### src/rtl/ddr_sram_arbiter.sv
// ddr_sram_arbiter: shares the DDR controller's SRAM-style request port between
// a high-priority port A and a low-priority port B, with a starvation boost for B
// and in-order routing of returned read data to the port that issued each read.
//   int_clock, int_reset            : clock, synchronous active-high reset
//   a_* / b_*                       : requester ports (req/write/address/data/be in,
//                                     ack, read_data_valid, read_data out)
//   sram_priority/read/write/...    : command toward the controller
//   sram_read_data                  : read data, READ_LATENCY cycles after issue
//   sram_low_priority_wait          : controller refuses a low-priority command
module ddr_sram_arbiter #(
    parameter int ADDR_WIDTH   = 24,
    parameter int READ_LATENCY = 2,
    parameter int STARVE_LIMIT = 8
) (
    input  logic                  int_clock,
    input  logic                  int_reset,
    input  logic                  a_req,
    input  logic                  a_write,
    input  logic [ADDR_WIDTH-1:0] a_address,
    input  logic [31:0]           a_write_data,
    input  logic [3:0]            a_byte_enables,
    output logic                  a_ack,
    output logic                  a_read_data_valid,
    output logic [31:0]           a_read_data,
    input  logic                  b_req,
    input  logic                  b_write,
    input  logic [ADDR_WIDTH-1:0] b_address,
    input  logic [31:0]           b_write_data,
    input  logic [3:0]            b_byte_enables,
    output logic                  b_ack,
    output logic                  b_read_data_valid,
    output logic [31:0]           b_read_data,
    output logic                  sram_priority,
    output logic                  sram_read,
    output logic                  sram_write,
    output logic [ADDR_WIDTH-1:0] sram_address,
    output logic [31:0]           sram_write_data,
    output logic [3:0]            sram_write_byte_enables,
    input  logic [31:0]           sram_read_data,
    input  logic                  sram_low_priority_wait
);
    logic [7:0]              starve_count;
    logic                    boost, sel_b, issuing, write_sel, tag_in;
    logic [READ_LATENCY-1:0] tag_v, tag_p;

    always_comb begin
        boost         = b_req && (starve_count == 8'(STARVE_LIMIT));
        // B owns the port when boosted, or when it is the only requester
        sel_b         = boost || (b_req && !a_req);
        issuing       = !int_reset && (a_req || b_req);
        write_sel     = sel_b ? b_write : a_write;
        a_ack         = !int_reset && a_req && !boost;
        // only an unboosted B command can be refused by the controller
        b_ack         = !int_reset && sel_b && (boost || !sram_low_priority_wait);
        sram_priority = issuing && (boost || a_req);
        sram_read     = issuing && !write_sel;
        sram_write    = issuing && write_sel;
        sram_address            = sel_b ? b_address : a_address;
        sram_write_data         = sel_b ? b_write_data : a_write_data;
        sram_write_byte_enables = sel_b ? b_byte_enables : a_byte_enables;
        tag_in        = sram_read && (a_ack || b_ack);
    end

    always_ff @(posedge int_clock) begin
        if (int_reset) begin
            starve_count      <= 8'd0;
            tag_v             <= '0;
            tag_p             <= '0;
            a_read_data_valid <= 1'b0;
            b_read_data_valid <= 1'b0;
            a_read_data       <= 32'd0;
            b_read_data       <= 32'd0;
        end else begin
            starve_count <= (!b_req || b_ack) ? 8'd0 :
                            (starve_count == 8'(STARVE_LIMIT)) ? starve_count : starve_count + 8'd1;
            tag_v[0] <= tag_in;
            tag_p[0] <= b_ack;
            for (int i = 1; i < READ_LATENCY; i++) begin
                tag_v[i] <= tag_v[i-1];
                tag_p[i] <= tag_p[i-1];
            end
            // last stage lines up with the controller's data for that read
            a_read_data_valid <= tag_v[READ_LATENCY-1] && !tag_p[READ_LATENCY-1];
            b_read_data_valid <= tag_v[READ_LATENCY-1] && tag_p[READ_LATENCY-1];
            if (tag_v[READ_LATENCY-1] && !tag_p[READ_LATENCY-1]) a_read_data <= sram_read_data;
            if (tag_v[READ_LATENCY-1] && tag_p[READ_LATENCY-1]) b_read_data <= sram_read_data;
        end
    end
endmodule

### config.mk
export PLATFORM = sky130hd
export DESIGN_NAME = ddr_sram_arbiter
export DESIGN_NICKNAME = d
export VERILOG_FILES = /design/src/rtl/ddr_sram_arbiter.sv
export SDC_FILE = /design/constraint.sdc
export NUM_CORES = 1
export LEC_CHECK = 0
export ABC_AREA = 1
export BUFFER_PORTS_ARGS = -buffer_cell sky130_fd_sc_hd__buf_4
export CORE_AREA = 4 4 110 112
export DETAILED_ROUTE_END_ITERATION = 8
export DIE_AREA = 0 0 114 116
export HOLD_SLACK_MARGIN = 0.1
export MAX_ROUTING_LAYER = met4
export PLACE_DENSITY = 0.67
export SYNTH_ARGS = -nofsm -noshare
export SYNTH_HDL_FRONTEND = slang
export SYNTH_SLANG_ARGS = --single-unit
### constraint.sdc
create_clock -name int_clock -period 2.22 [get_ports int_clock]
set_input_delay 0.222 -clock int_clock [delete_from_list [all_inputs] [get_ports int_clock]]
set_output_delay 0.222 -clock int_clock [all_outputs]
set_load 0.01 [all_outputs]
==> summary.md, run 1 <==
| Metric | Value |
|---|---|
| CP max stage delay | `0.34 ns` |
| RSZ-0062 raised after global routing | `yes` |
| Largest net degree at the start of global routing | `69` |
| Worst setup path start | `starve_count[0]` |
| Initial core utilization | `0.328` |
| Final cell count without fillers | `994` |
| Die height | `116 um` |
| LEAKAGE | `3.20 nW` |
| Fin crit share | `0.951` |
| Cell taking the most area after synthesis | `dfxtp_1` |
| Clock buffer depth | `2` |
| CP bufs+invs | `4` |
| Post-layout nets | `1008` |
| Switching Share | `0.227` |
| Number of register bits inferred by synthesis | `78` |
| Critical path type | `flip-flop to output pin` |
| Area of the die | `13200 um^2` |
| Total global routing overflow | `0` |
| Combinational Power Share | `0.184` |
| Hold depth | `3` |
| First-pass GRT wire length | `23000 um` |
| Clock share of power | `0.439` |
| Worst-path fanout max | `16` |
| CTS Root Cell | `clkbuf_16` |
| Worst-Skew Late Latency | `0.33 ns` |
| Slew Limit Headroom | `0.540` |
| Final Max Tran Viols | `0` |
| Worst Path Required | `2.00 ns` |
| Period minus WS final | `roughly 2.1 ns` |
| Routed vias/inst | `~4.8` |
| Area Growth Syn to Fin | `76.1%` |
| Transition time of the tightest slew-check pin | `0.690 ns` |
| Post-route ant nets | `0` |
| Max_cap viols | `0` |
| Fmax | `0.474 GHz` |
| Power per cell area | `582 nW/um^2` |
| GRT Util Overall | `0.230` |
| Worst IR drop on VDD | `0.384 mV` |
| GPL Wtd Cong | `between 0.9 and 1` |
| Setup-failing EPs final | `0` |
| Vias in the first global route | `4588` |
| Layout cells sized above 1 | `0.394` |
| Via count | `between 4k and 5k` |
| Reg2Reg Depth | `8` |
| Total CTS buffers | `9` |
| I/O pins | `290` |
| Antenna diode count | `0` |
| Net switching power | `0.859 mW` |
| Arrival @ worst endpoint | `between 1.5 and 2 ns` |
| # DRC | `0` |
| Yosys top cell area share | `0.424` |
| Cell area after synthesis | `3680 um^2` |
| Netlist cell types | `16` |
| Syn Nets | `723` |
| Setup Skew | `roughly 0.0053 ns` |
| Slowest cell on crit path | `dfxtp_2` |
| PortBufs | `289` |
| Worst R2R Setup Slack | `about 0.63 ns` |
| Final hold viol count | `0` |
| Syn avg cell area | `6.55 um^2` |
| Yosys Warn Count | `0` |
| Die width | `114 um` |
| H-tree Lvls | `3` |
| Wirelength per Cell | `between 15 and 20 um` |
| Rows | `39` |
| Overall power | `3.78 mW` |
| RR Startpoint | `starve_count[0]` |
| Status | `finished clean` |
| Core ar. | `11200 um^2` |
| Hold Path Origin | `sram_read_data[12]` |
| Detailed Route WL | `between 15000 and 20000 um` |
| Sequential power share | `0.376` |
| P_int | `~3 mW` |
| Levels on crit path | `10` |
| Initial antenna violation count | `0` |
| Clock tree from TritonCTS | `done` |
| Post-DP HPWL | `12100 um` |
| Hold Buf Count CTS | `0` |
| Most common cell on crit path | `buf_4` |
| Inst Count DP | `965` |
| Syn Inst Count | `562` |
| DRT Pass-1 Iters | `6` |
| Crit start category | `flip-flop` |
| Crit end category | `output pin` |
| Crit-path cells | `inv_1 -> ha_1 -> nand3_2 -> nor2_4 -> nand2_4 -> buf_4 -> clkbuf_16 -> nand3_1 -> nand2_1 -> buf_4` |
| CP delay by family, top | `simple AND/OR/NAND/NOR gates` |
| Iter 0 DRT Violations | `372` |
| Sequential-to-total area share from yosys stat | `0.424` |
| Clock slew at reported path FFs | `roughly 0.060 ns` |
| Synth top area cells | `dfxtp_1, nand2_1, a21oi_1, nand3_1, clkbuf_1` |
| Hold Crit Class | `primary input to flip-flop` |
| Clock sinks | `78` |
==> per-layer routing <==
layer | global-route usage | wire [um] | part of all wire
met4 | 0.0760 | 310 | 0.019
met2 | 0.372 | 7970 | 0.49
met3 | 0.0768 | 1580 | 0.098
met5 | - | 0 | 0
met1 | 0.269 | 6300 | 0.39
==> Yosys cell counts <==
cell and instances:
a21oi_1 68, buf_2 8, buf_6 6, clkbuf_1 24
dfxtp_1 78, ha_1 2, inv_1 16, nand2_1 258
nand2_4 2, nand3_1 66, nor2_1 23, nor2_4 1
o21ai_0 2, o21ai_2 1, xnor2_1 3, xor2_1 4
==> registers in the layout (all words and copies together) (netlist names) <==
name / flops
a_read_data: 32
b_read_data: 32
starve_count: 8
tag_p: 2
tag_v: 2
a_read_data_valid: 1
b_read_data_valid: 1
==> cell usage in the layout (no fill, tap or decap), drive strengths merged <==
cell type / n
clkbuf: 13
buf: 309
dfxtp: 78
nand2: 261
o21ai: 3
bufinv: 3
clkinv: 1
a21oi: 68
inv: 16
nor2: 24
xnor2: 3
xor2: 4
ha: 2
nand3: 66
==> power by group through the flow <==
stage / combinational (mW) / clock, mW / sequential (mW)
2_1_floorplan: 0.235 / 0 / 1.45
3_3_place_gp: 0.674 / 0 / 1.45
3_5_place_dp: 0.678 / 0 / 1.45
4_1_cts: 0.690 / 1.70 / 1.42
5_1_grt: 0.753 / 1.75 / 1.42
6_report: 0.697 / 1.66 / 1.42
==> final timing paths <==
| check | to |
|---|---|
| setup / recovery | sram_write_data[11] |
| hold / removal | b_read_data[12] |
| setup reg to reg | starve_count[7] |
| hold reg to reg | tag_p[1] |
==> what timing repair did <==
action                                  4_1_cts  5_1_grt
pin swaps                                     1        3
endpoints found under the setup margin       40       56
gates cloned                                  1        4
setup buffers                                 1        8
resized for setup                             2        4
==> worst reg2reg max path, cell delays in order (launching register included) <==
cell     delay [ns]
dfxtp_2        0.34
inv_1          0.05
ha_1           0.15
nand3_2        0.11
nor2_4         0.16
buf_4          0.14
a21oi_1        0.10
o21ai_2        0.32
nor2_1         0.08
==> per-stage QoR <==
step | instance area, um^2 | setup TNS, ns | hold WS, ns | utilization | setup WS (ns)
after global placement | 5940 | 0 | 0.395 | 0.530 | 0.364
after global routing | 6490 | -0.0203 | 0.150 | 0.578 | -0.0152
after CTS | 6340 | 0 | 0.146 | 0.565 | 0.000674
after floorplan | 3680 | 0 | 0.366 | - | 0.670
after detailed placement | 5940 | 0 | 0.395 | 0.530 | 0.314
final | 6490 | 0 | 0.156 | 0.578 | 0.109
==> cells by family (layout without fill, tap and decap cells) <==
| kind of cell | Yosys count | after routing | synth area share |
|---|---|---|---|
| buf+inv | 54 | 342 | 0.0700 |
| fa+ha+maj | 2 | 2 | 0.00679 |
| simple gates | 350 | 351 | 0.385 |
| compound gates | 71 | 71 | 0.0975 |
| flops | 78 | 78 | 0.424 |
| xor+xnor | 7 | 7 | 0.0166 |
==> final cells by class <==
cell class	count	area, um^2
timing repair buffer	311	2450
tap	143	179
fill	1059	4740
sequential	78	1560
clock buffer	11	243
clock inverter	4	95.1
inverter	16	60.1
multi-input combinational	431	1890
No activity file was read; power rests on OpenSTA's default activity.
==> run 2: changes to the inputs <==
==> constraint.sdc (replaced) <==
create_clock -name int_clock -period 2.22 [get_ports int_clock]
set_input_delay 0.111 -clock int_clock [delete_from_list [all_inputs] [get_ports int_clock]]
set_output_delay 0.111 -clock int_clock [all_outputs]
set_load 0.01 [all_outputs]
==> run 2 against run 1 <==
Critical path depth down 1. Power fell by 5.3%. Global-route usage rose by 0.97 points. Cell count increased by 2.5%. Wire length grew 3.1%. Die area is the same. Non-clock buffer count increased by 23. Combinational power grew 5.2%. Via count increased by 3.3%. Register-to-register slack worse by 0.02 ns. Sequential share of layout area decreased by 0.56 points. Clock-buffer cell count is 1 lower. Largest cell class unchanged.
==> summary.md, run 2 (synthesis results as in run 1) <==
| Metric | Value |
|---|---|
| Status | `finished clean` |
| Worst Path Required | `2.11 ns (+0.11 ns)` |
| Vias in the first global route | `4669 (+1.8%)` |
| Post-route ant nets | `0 (unchanged)` |
| Most frequent cells in the layout | `buf_4, nand2_1, dfxtp_1` |
| Clock tree from TritonCTS | `done` |
| Post-layout nets | `1031 (+2.3%)` |
| CP delay by family, top | `simple AND/OR/NAND/NOR gates` |
| Crit start category | `flip-flop` |
| Setup_tns | `0 ns (unchanged)` |
| Core ar. | `11200 um^2 (unchanged)` |
| CP max stage delay | `0.36 ns (+0.02 ns)` |
| Iter 0 DRT Violations | `421 (+13%)` |
| Commonest non-fill, non-tap cell in the layout | `buf_4` |
| Clock buffer depth | `2 (unchanged)` |
| Power per cell area | `539 nW/um^2 (-7.5%)` |
| Initial core utilization | `0.328 (unchanged)` |
| Fmax | `0.484 GHz (+2.3%)` |
| Utilization after layout | `0.592 (+0.0137)` |
| Worst R2R Setup Slack | `0.61 ns (-0.02 ns)` |
| Transition time of the tightest slew-check pin | `0.688 ns (-0.00155 ns)` |
| CTS Root Cell | `clkbuf_16` |
| Hold Crit Class | `primary input to flip-flop` |
| Routed vias/inst | `4.80 (+0.76%)` |
| Clock sinks | `78 (unchanged)` |
| DRT Pass-1 Iters | `6 (unchanged)` |
| PortBufs | `289 (unchanged)` |
| Largest net degree at the start of global routing | `69 (unchanged)` |
| Slowest cell on crit path | `dfxtp_2` |
| Arrival @ worst endpoint | `1.95 ns (+0.06 ns)` |
| Crit-path cells | `inv_1 -> ha_1 -> nand3_2 -> nor2_4 -> nand2_4 -> buf_16 -> nand3_1 -> nand2_2 -> buf_4` |
| Area Growth Syn to Fin | `80.3%` |
| Multi-input gate area | `1900 um^2 (+0.26%)` |
| GRT Util Overall | `0.239 (+0.00970)` |
| Via count | `4894 (+3.3%)` |
| Worst-path fanout max | `32 (+16)` |
| RSZ-0062 raised after global routing | `no` |
| H-tree Lvls | `3 (unchanged)` |
| CP bufs+invs | `3 (-1)` |
| Period minus WS final | `2.06 ns (-0.0466 ns)` |
| Setup-failing EPs final | `0 (unchanged)` |
| Rows | `39 (unchanged)` |
| Fin crit share | `0.930 (-0.0210)` |
| I/O pins | `290 (unchanged)` |
| Worst IR drop on VDD | `0.496 mV (+29%)` |
| Worst-Skew Late Latency | `0.33 ns (about the same)` |
| Max_cap viols | `0 (unchanged)` |
| Storage element area | `1560 um^2 (unchanged)` |
| Wirelength per Cell | `16.4 um (+0.61%)` |
| Regs by FF count | `a_read_data x32, b_read_data x32, starve_count x8` |
| Detailed Route WL | `16700 um (+3.1%)` |
| Layout cells sized above 1 | `0.375 (-0.0188)` |
| GPL Wtd Cong | `0.950 (+0.47%)` |
| Crit end category | `output pin` |
| Clock slew at reported path FFs | `0.06 ns (about the same)` |
| Final hold viol count | `0 (unchanged)` |
| Area of the die | `13200 um^2 (unchanged)` |
| Setup Skew | `0.00636 ns (+0.00104 ns)` |
| Total CTS buffers | `9 (unchanged)` |
| Initial antenna violation count | `0 (unchanged)` |
| Die width | `114 um (unchanged)` |
| # DRC | `0 (unchanged)` |
| # fillers | `1043 (-1.5%)` |
| Critical path type | `flip-flop to output pin` |
| Slew Limit Headroom | `0.541 (+0.00103)` |
| LEAKAGE | `3.24 nW (+1.0%)` |
| Total global routing overflow | `0 (unchanged)` |
| Post-DP HPWL | `12500 um (+2.7%)` |
| First-pass GRT wire length | `23800 um (+3.4%)` |
| Die height | `116 um (unchanged)` |
| Final Max Tran Viols | `0 (unchanged)` |
-- run 2: cell types whose count changed in the layout (fill, tap and decap cells not counted), moves of 2 or more --
cell | before | now
nand2_1 | 257 | 255
clkinvlp_4 | 0 | 3
bufinv_16 | 3 | 1
buf_12 | 3 | 1
buf_4 | 303 | 297
dlygate4sd3_1 | 0 | 33
nand2_2 | 1 | 3
-- run 2: final timing paths --
check,from,endpoint,cells past startpoint
setup / recovery,starve_count[0],sram_address[20],9
hold / removal,sram_low_priority_wait,tag_p[0],4
setup reg to reg,starve_count[0],tag_v[0],10
hold reg to reg,tag_v[0],tag_v[1],2
-- run 2: area by class of cell --
| class | instances | area share |
|---|---|---|
| Multi-Input combinational cell | 431 | 0.286 |
| Tap cell | 143 | 0.0269 |
| Timing Repair Buffer | 334 | 0.398 |
| Clock buffer | 10 | 0.0345 |
| Clock inverter | 6 | 0.00942 |
| Antenna cell | 1 | 0.000377 |
| Sequential cell | 78 | 0.236 |
| Inverter | 16 | 0.00904 |
-- run 2: where the power goes --
group          switching, mW  leakage, nW  total (mW)  internal (mW)
Sequential           0.00775        0.630        1.42           1.41
Combinational          0.324         2.47       0.733          0.409
Clock                  0.559        0.134        1.42          0.866
-- run 2: per-stage QoR --
step | setup WS, ns | cells | power (mW) | hold slack (ns) | instance area (um^2)
after floorplan | 0.781 | 562 | 1.69 | 0.255 | 3680
after global placement | 0.374 | 966 | 2.13 | 0.375 | 5940
after detailed placement | 0.293 | 966 | 2.13 | 0.387 | 5940
after CTS | 0.00890 | 1015 | 3.60 | 0.117 | 6580
after global routing | 0.0497 | 1018 | 3.73 | 0.161 | 6640
final | 0.155 | 1019 | 3.58 | 0.115 | 6640
-- run 2: per-layer routing --
metal / up-vias / GRT usage / wire length, um
met1: 2189 / 0.271 / 6250
met4: 0 / 0.116 / 608
met2: 261 / 0.393 / 8180
li1: 2400 / - / -
met5: - / - / 0
met3: 44 / 0.0637 / 1630
-- run 2: worst reg2reg max path, stage by stage (launching register included) --
cell,delay [ns]
dfxtp_2,0.36
inv_1,0.05
ha_1,0.20
nand3_2,0.11
nor2_4,0.06
nand2_4,0.16
buf_16,0.20
nand2_1,0.07
nor2_1,0.16
nor2_1,0.08
nor2_1,0.10
-- run 2: timing repair --
item / CTS / global route
pin swaps: 1 / 3
hold buffers: 33 / 0
gates cloned: 0 / 2
resized for setup: 2 / 6
hold endpoints to repair: 65 / 0
setup endpoints to repair: 4 / 23
setup buffers: 0 / 1
